$ cat src/rtl/rv_decode_stage.sv
// RV32I/RV64I opcode-decode pipeline stage: one-hot class, register fields and
// sign-extended immediate, registered output with optional 1-entry skid buffer.
module rv_decode_stage #(
  parameter int unsigned XLEN  = 32,
  parameter int unsigned SKID  = 1,
  parameter int unsigned CNT_W = 16
) (
  input  logic             clk,
  input  logic             rst,
  input  logic             flush,
  input  logic             in_valid,
  output logic             in_ready,
  input  logic [31:0]      in_inst,
  output logic             out_valid,
  input  logic             out_ready,
  output logic [9:0]       out_cls,
  output logic [4:0]       out_rd,
  output logic [4:0]       out_rs1,
  output logic [4:0]       out_rs2,
  output logic [2:0]       out_funct3,
  output logic [6:0]       out_funct7,
  output logic [XLEN-1:0]  out_imm,
  output logic [CNT_W-1:0] illegal_cnt
);

  localparam int unsigned CLS_W = 10;

  typedef struct packed {
    logic [CLS_W-1:0] cls;
    logic [4:0]       rd;
    logic [4:0]       rs1;
    logic [4:0]       rs2;
    logic [2:0]       funct3;
    logic [6:0]       funct7;
    logic [XLEN-1:0]  imm;
  } rec_t;

  rec_t             dec;
  logic [31:0]      imm32;
  rec_t             out_rec_q, out_rec_d;
  rec_t             skid_rec_q, skid_rec_d;
  logic             out_valid_q, out_valid_d;
  logic             skid_valid_q, skid_valid_d;
  logic             in_ready_q, in_ready_d;
  logic             alive_q;
  logic [CNT_W-1:0] cnt_q, cnt_d;
  logic             in_fire, out_fire;

  // Combinational decode of the incoming word
  always_comb begin
    dec        = '0;
    imm32      = '0;
    dec.rd     = in_inst[11:7];
    dec.rs1    = in_inst[19:15];
    dec.rs2    = in_inst[24:20];
    dec.funct3 = in_inst[14:12];
    dec.funct7 = in_inst[31:25];
    case (in_inst[6:0])
      7'b0110011: dec.cls[0] = 1'b1;
      7'b0010011: begin
        dec.cls[1] = 1'b1;
        imm32      = {{20{in_inst[31]}}, in_inst[31:20]};
      end
      7'b0000011: begin
        dec.cls[2] = 1'b1;
        imm32      = {{20{in_inst[31]}}, in_inst[31:20]};
      end
      7'b0100011: begin
        dec.cls[3] = 1'b1;
        imm32      = {{20{in_inst[31]}}, in_inst[31:25], in_inst[11:7]};
      end
      7'b1100011: begin
        dec.cls[4] = 1'b1;
        imm32      = {{20{in_inst[31]}}, in_inst[7], in_inst[30:25], in_inst[11:8], 1'b0};
      end
      7'b1101111: begin
        dec.cls[5] = 1'b1;
        imm32      = {{12{in_inst[31]}}, in_inst[19:12], in_inst[20], in_inst[30:21], 1'b0};
      end
      7'b1100111: begin
        if (in_inst[14:12] == 3'b000) begin
          dec.cls[6] = 1'b1;
          imm32      = {{20{in_inst[31]}}, in_inst[31:20]};
        end else begin
          dec.cls[9] = 1'b1;
        end
      end
      7'b0010111: begin
        dec.cls[7] = 1'b1;
        imm32      = {in_inst[31:12], 12'b0};
      end
      7'b0110111: begin
        dec.cls[8] = 1'b1;
        imm32      = {in_inst[31:12], 12'b0};
      end
      default:    dec.cls[9] = 1'b1;
    endcase
    dec.imm = XLEN'($signed(imm32));
  end

  assign out_fire = out_valid_q && out_ready;
  assign in_ready = (SKID != 0) ? in_ready_q : (alive_q && (!out_valid_q || out_ready));
  assign in_fire  = in_valid && in_ready;

  // Output/skid steering; skid only fills while the output is stalled
  always_comb begin
    out_rec_d    = out_rec_q;
    skid_rec_d   = skid_rec_q;
    out_valid_d  = out_valid_q;
    skid_valid_d = skid_valid_q;
    cnt_d        = cnt_q;
    if (out_fire && out_rec_q.cls[9] && (cnt_q != {CNT_W{1'b1}})) begin
      cnt_d = cnt_q + CNT_W'(1);
    end
    if (flush) begin
      out_valid_d  = 1'b0;
      skid_valid_d = 1'b0;
    end else if (out_fire || !out_valid_q) begin
      if (skid_valid_q) begin
        out_rec_d    = skid_rec_q;
        out_valid_d  = 1'b1;
        skid_valid_d = in_fire;
        if (in_fire) skid_rec_d = dec;
      end else if (in_fire) begin
        out_rec_d   = dec;
        out_valid_d = 1'b1;
      end else begin
        out_valid_d = 1'b0;
      end
    end else if (in_fire) begin
      skid_rec_d   = dec;
      skid_valid_d = 1'b1;
    end
    in_ready_d = !skid_valid_d;
  end

  always_ff @(posedge clk or negedge rst) begin
    if (!rst) begin
      out_rec_q    <= '0;
      skid_rec_q   <= '0;
      out_valid_q  <= 1'b0;
      skid_valid_q <= 1'b0;
      in_ready_q   <= 1'b0;
      alive_q      <= 1'b0;
      cnt_q        <= '0;
    end else begin
      out_rec_q    <= out_rec_d;
      skid_rec_q   <= skid_rec_d;
      out_valid_q  <= out_valid_d;
      skid_valid_q <= skid_valid_d;
      in_ready_q   <= in_ready_d;
      alive_q      <= 1'b1;
      cnt_q        <= cnt_d;
    end
  end

  assign out_valid   = out_valid_q;
  assign out_cls     = out_rec_q.cls;
  assign out_rd      = out_rec_q.rd;
  assign out_rs1     = out_rec_q.rs1;
  assign out_rs2     = out_rec_q.rs2;
  assign out_funct3  = out_rec_q.funct3;
  assign out_funct7  = out_rec_q.funct7;
  assign out_imm     = out_rec_q.imm;
  assign illegal_cnt = cnt_q;

endmodule

$ cat config.mk
export PLATFORM = sky130hd
export DESIGN_NAME = rv_decode_stage
export DESIGN_NICKNAME = d
export VERILOG_FILES = /design/src/rtl/rv_decode_stage.sv
export SDC_FILE = /design/constraint.sdc
export NUM_CORES = 1
export LEC_CHECK = 0
export CAP_MARGIN = 30
export CORE_MARGIN = 2
export CORE_UTILIZATION = 57
export DETAILED_ROUTE_END_ITERATION = 10
export PLACE_DENSITY = 0.85
export SYNTH_ARGS = -nofsm -noshare
export SYNTH_HDL_FRONTEND = slang
export SYNTH_SLANG_ARGS = --single-unit
$ cat constraint.sdc
create_clock -name clk -period 3.15 [get_ports clk]
set_input_delay 0.63 -clock clk [delete_from_list [all_inputs] [get_ports clk]]
set_output_delay 0.63 -clock clk [all_outputs]
set_load 0.05 [all_outputs]
==> reports/qor.yml <==
timing.fmax_mhz: 419
status: "finished clean"
drive_gt1_share_pct: 9.34
finalHoldViolCount: 0
postCtsHoldBufs: 0
clock-sinks: 153
synth_common_cells: "163 x nand2_1, 153 x dfrtp_1, 64 x o21ai_0, 46 x nor2_1, 38 x clkbuf_1"
area_growth_pct: 28.1
startpoint: "in_inst[4]"
cp.required_ps: 3490
drv_slew: 0
cts_made_buffers: 17
yosysSeqAreaShare_pct: 53.4
place_hpwl_microns: 12900
clk_latency_ps: 430
grt_setup_unrepaired: "no"
syn_area_sq_um: 7170
fill_cells: 810
period_share_pct: 75.7
nets: 892
pre_cts_slack_ps: 375
fp.coreArea_sq_um: 12200
fin_skew_ps: 6.19
die_w_microns: 116
fp.dieArea_sq_um: 13500
critPathMaxFanout: 9
maxSlewHeadroom_pct: 50.0
grt_max_degree: 81
syn_avg_cell_area_sq_um: 9.67
synth_area_leaders: "dfrtp_1 53%, nand2_1 8.5%, mux2i_1 4.9%"
rows: 40
clkTransAtPathRegs_ps: 60
r2r_end: "out_imm[11]"
htreeDepth: 4
design_area_sq_um: 9190
antenna_violating_nets_post_route: 0
via_per_inst: 6.08
dr_total_vias: 6288
reg2reg_depth: 5
worstPathArrival_ps: 2730
synth-main-ff-cell: "dfrtp_1"
clockBufferDepth: 2
totalPowerFinal_mw: 6.21
setup_viol: 0
critPathKind: "in2reg"
layout_setup_ws_ps: 766
fin_tns_setup_ps: 0
cts_resized: 0
drt_iter0_drc: 613
firstDrtPassIters: 6
tightest_slew_ps: 750
yosys.area_share.adder_pct: 0.174
async_flop_share_pct: 100
ctsRootBufferMaster: "clkbuf_16"
reg2reg_slack_ps: 880
yosys.cell_types.count: 60
grt_usage_pct: 30.8
worst_setup_path_start_kind: "primary input"
maxCapViolCount: 0
hp-class: "in2async"
die_h_microns: 116
wirelength_microns: 19300
gp_congestion: 0.900
synthMuxAreaShare_pct: 5.04
antenna_found_initial: 0
grt-ovfl-total: 0
ys_warn_count: 0
postSynthCellCount: 742
cts_tree: "yes"
post_cts_buffers: 0
yosys.area.top_type: "dfrtp_1"
drc_errors: 0
synth_top_family_by_area: "simple AND/OR/NAND/NOR gates"
synth_top_area_share_pct: 53.4
synth_edf_count: 0
dpl_cell_area_sq_um: 8590
period_minus_slack_ps: 2380
synth_most_common_cell: "nand2_1"
crit_path_end_kind: "flop"
start_util_pct: 59.0
grt_pass1_wl_microns: 31900
synth-seq-cells: 153
syn-num-nets: 780
synth_simple_gate_area_share_pct: 19.4
leakage_nw: 3.81
grt_pass1_vias: 6367
timing.critical_path.to: "skid_rec_q[12]"
drt-wirelength-per-cell_microns: 18.7
synth-compound-area-share_pct: 16.8
io_buffers: 121
diodes: 0
irDropWorstVdd_uv: 435
io_pins: 122
p_per_area_nw_per_um2: 676
synth-xor-area-share_pct: 1.59
worstReg2RegStart: "skid_valid_q"
[flip-flops by register name, indices dropped and copies added (netlist names), 5 cells and up]
name and count:
out_funct7 7, out_rs2 5, out_cls 10, illegal_cnt 16, out_rs1 5, out_imm 32
out_rd 5, skid_rec_q 67
[metal layers]
layer | track usage, % | part of all wire, %
met5 | 0 | 0
met4 | 14.4 | 3.6
met2 | 48.6 | 48
met1 | 40.1 | 41
met3 | 8.30 | 7.7
[how the worst min path moves through the flow]
stage	startpoint	endpoint	slack [ps]
floorplan	rst	illegal_cnt[0]	330
global placement	skid_rec_q[65]	skid_rec_q[65]	450
detailed placement	skid_rec_q[65]	skid_rec_q[65]	460
CTS	rst	out_imm[3]	270
global route	rst	skid_rec_q[1]	310
finish	rst	illegal_cnt[7]	240
[kinds of logic (layout without fill, tap and decap cells)]
group	count (synthesis)	count (layout)
xor+xnor	13	13
buf+inv	61	186
flops	153	153
simple gates	300	300
fa+ha+maj	1	1
compound gates	178	178
mux	36	36
[layout by cell type, fill, tap and decap left out, types with 9 or more instances in the layout]
master,instances
clkbuf_16,17
nor4_1,13
a31oi_1,26
o21bai_1,13
nor3_1,18
buf_4,21
nand3_1,12
o211ai_1,9
o21ai_0,64
a211oi_1,11
nor2_1,46
inv_1,10
a31oi_2,9
dfrtp_1,152
mux2i_1,35
clkdlybuf4s50_1,120
a21oi_1,19
nand2_1,163
xnor2_1,11
[cell type report]
cell class | count | area [sq um] | share of cell area [%]
clock buffer | 21 | 450 | 4.90
clock inverter | 11 | 146 | 1.59
inverter | 10 | 37.5 | 0.408
multi-input combinational | 528 | 3110 | 33.8
sequential | 153 | 3830 | 41.7
tap | 168 | 210 | 2.29
timing repair buffer | 144 | 1410 | 15.3
[power breakdown]
part           switching [mW]  leakage [nW]  total (mW)  internal, mW
Combinational            1.04          1.58        1.59         0.550
Sequential              0.244          1.94        2.55          2.30
Clock                   0.804         0.287        2.07          1.27
[per-stage QoR]
step                      cells  utilization, %  hold slack, ps
final                      1035            75.6             238
after global routing       1035            75.6             312
after floorplan             742               -             334
after CTS                  1035            75.6             272
after global placement     1003            70.7             452
after detailed placement   1003            70.7             459
[critical path: stages]
cell and delay [ps]:
clkdlybuf4s50_1 530, nand3b_2 420, nor3_2 510, a21oi_1 360
a31oi_1 270
Power figures use the tool's default switching activity.
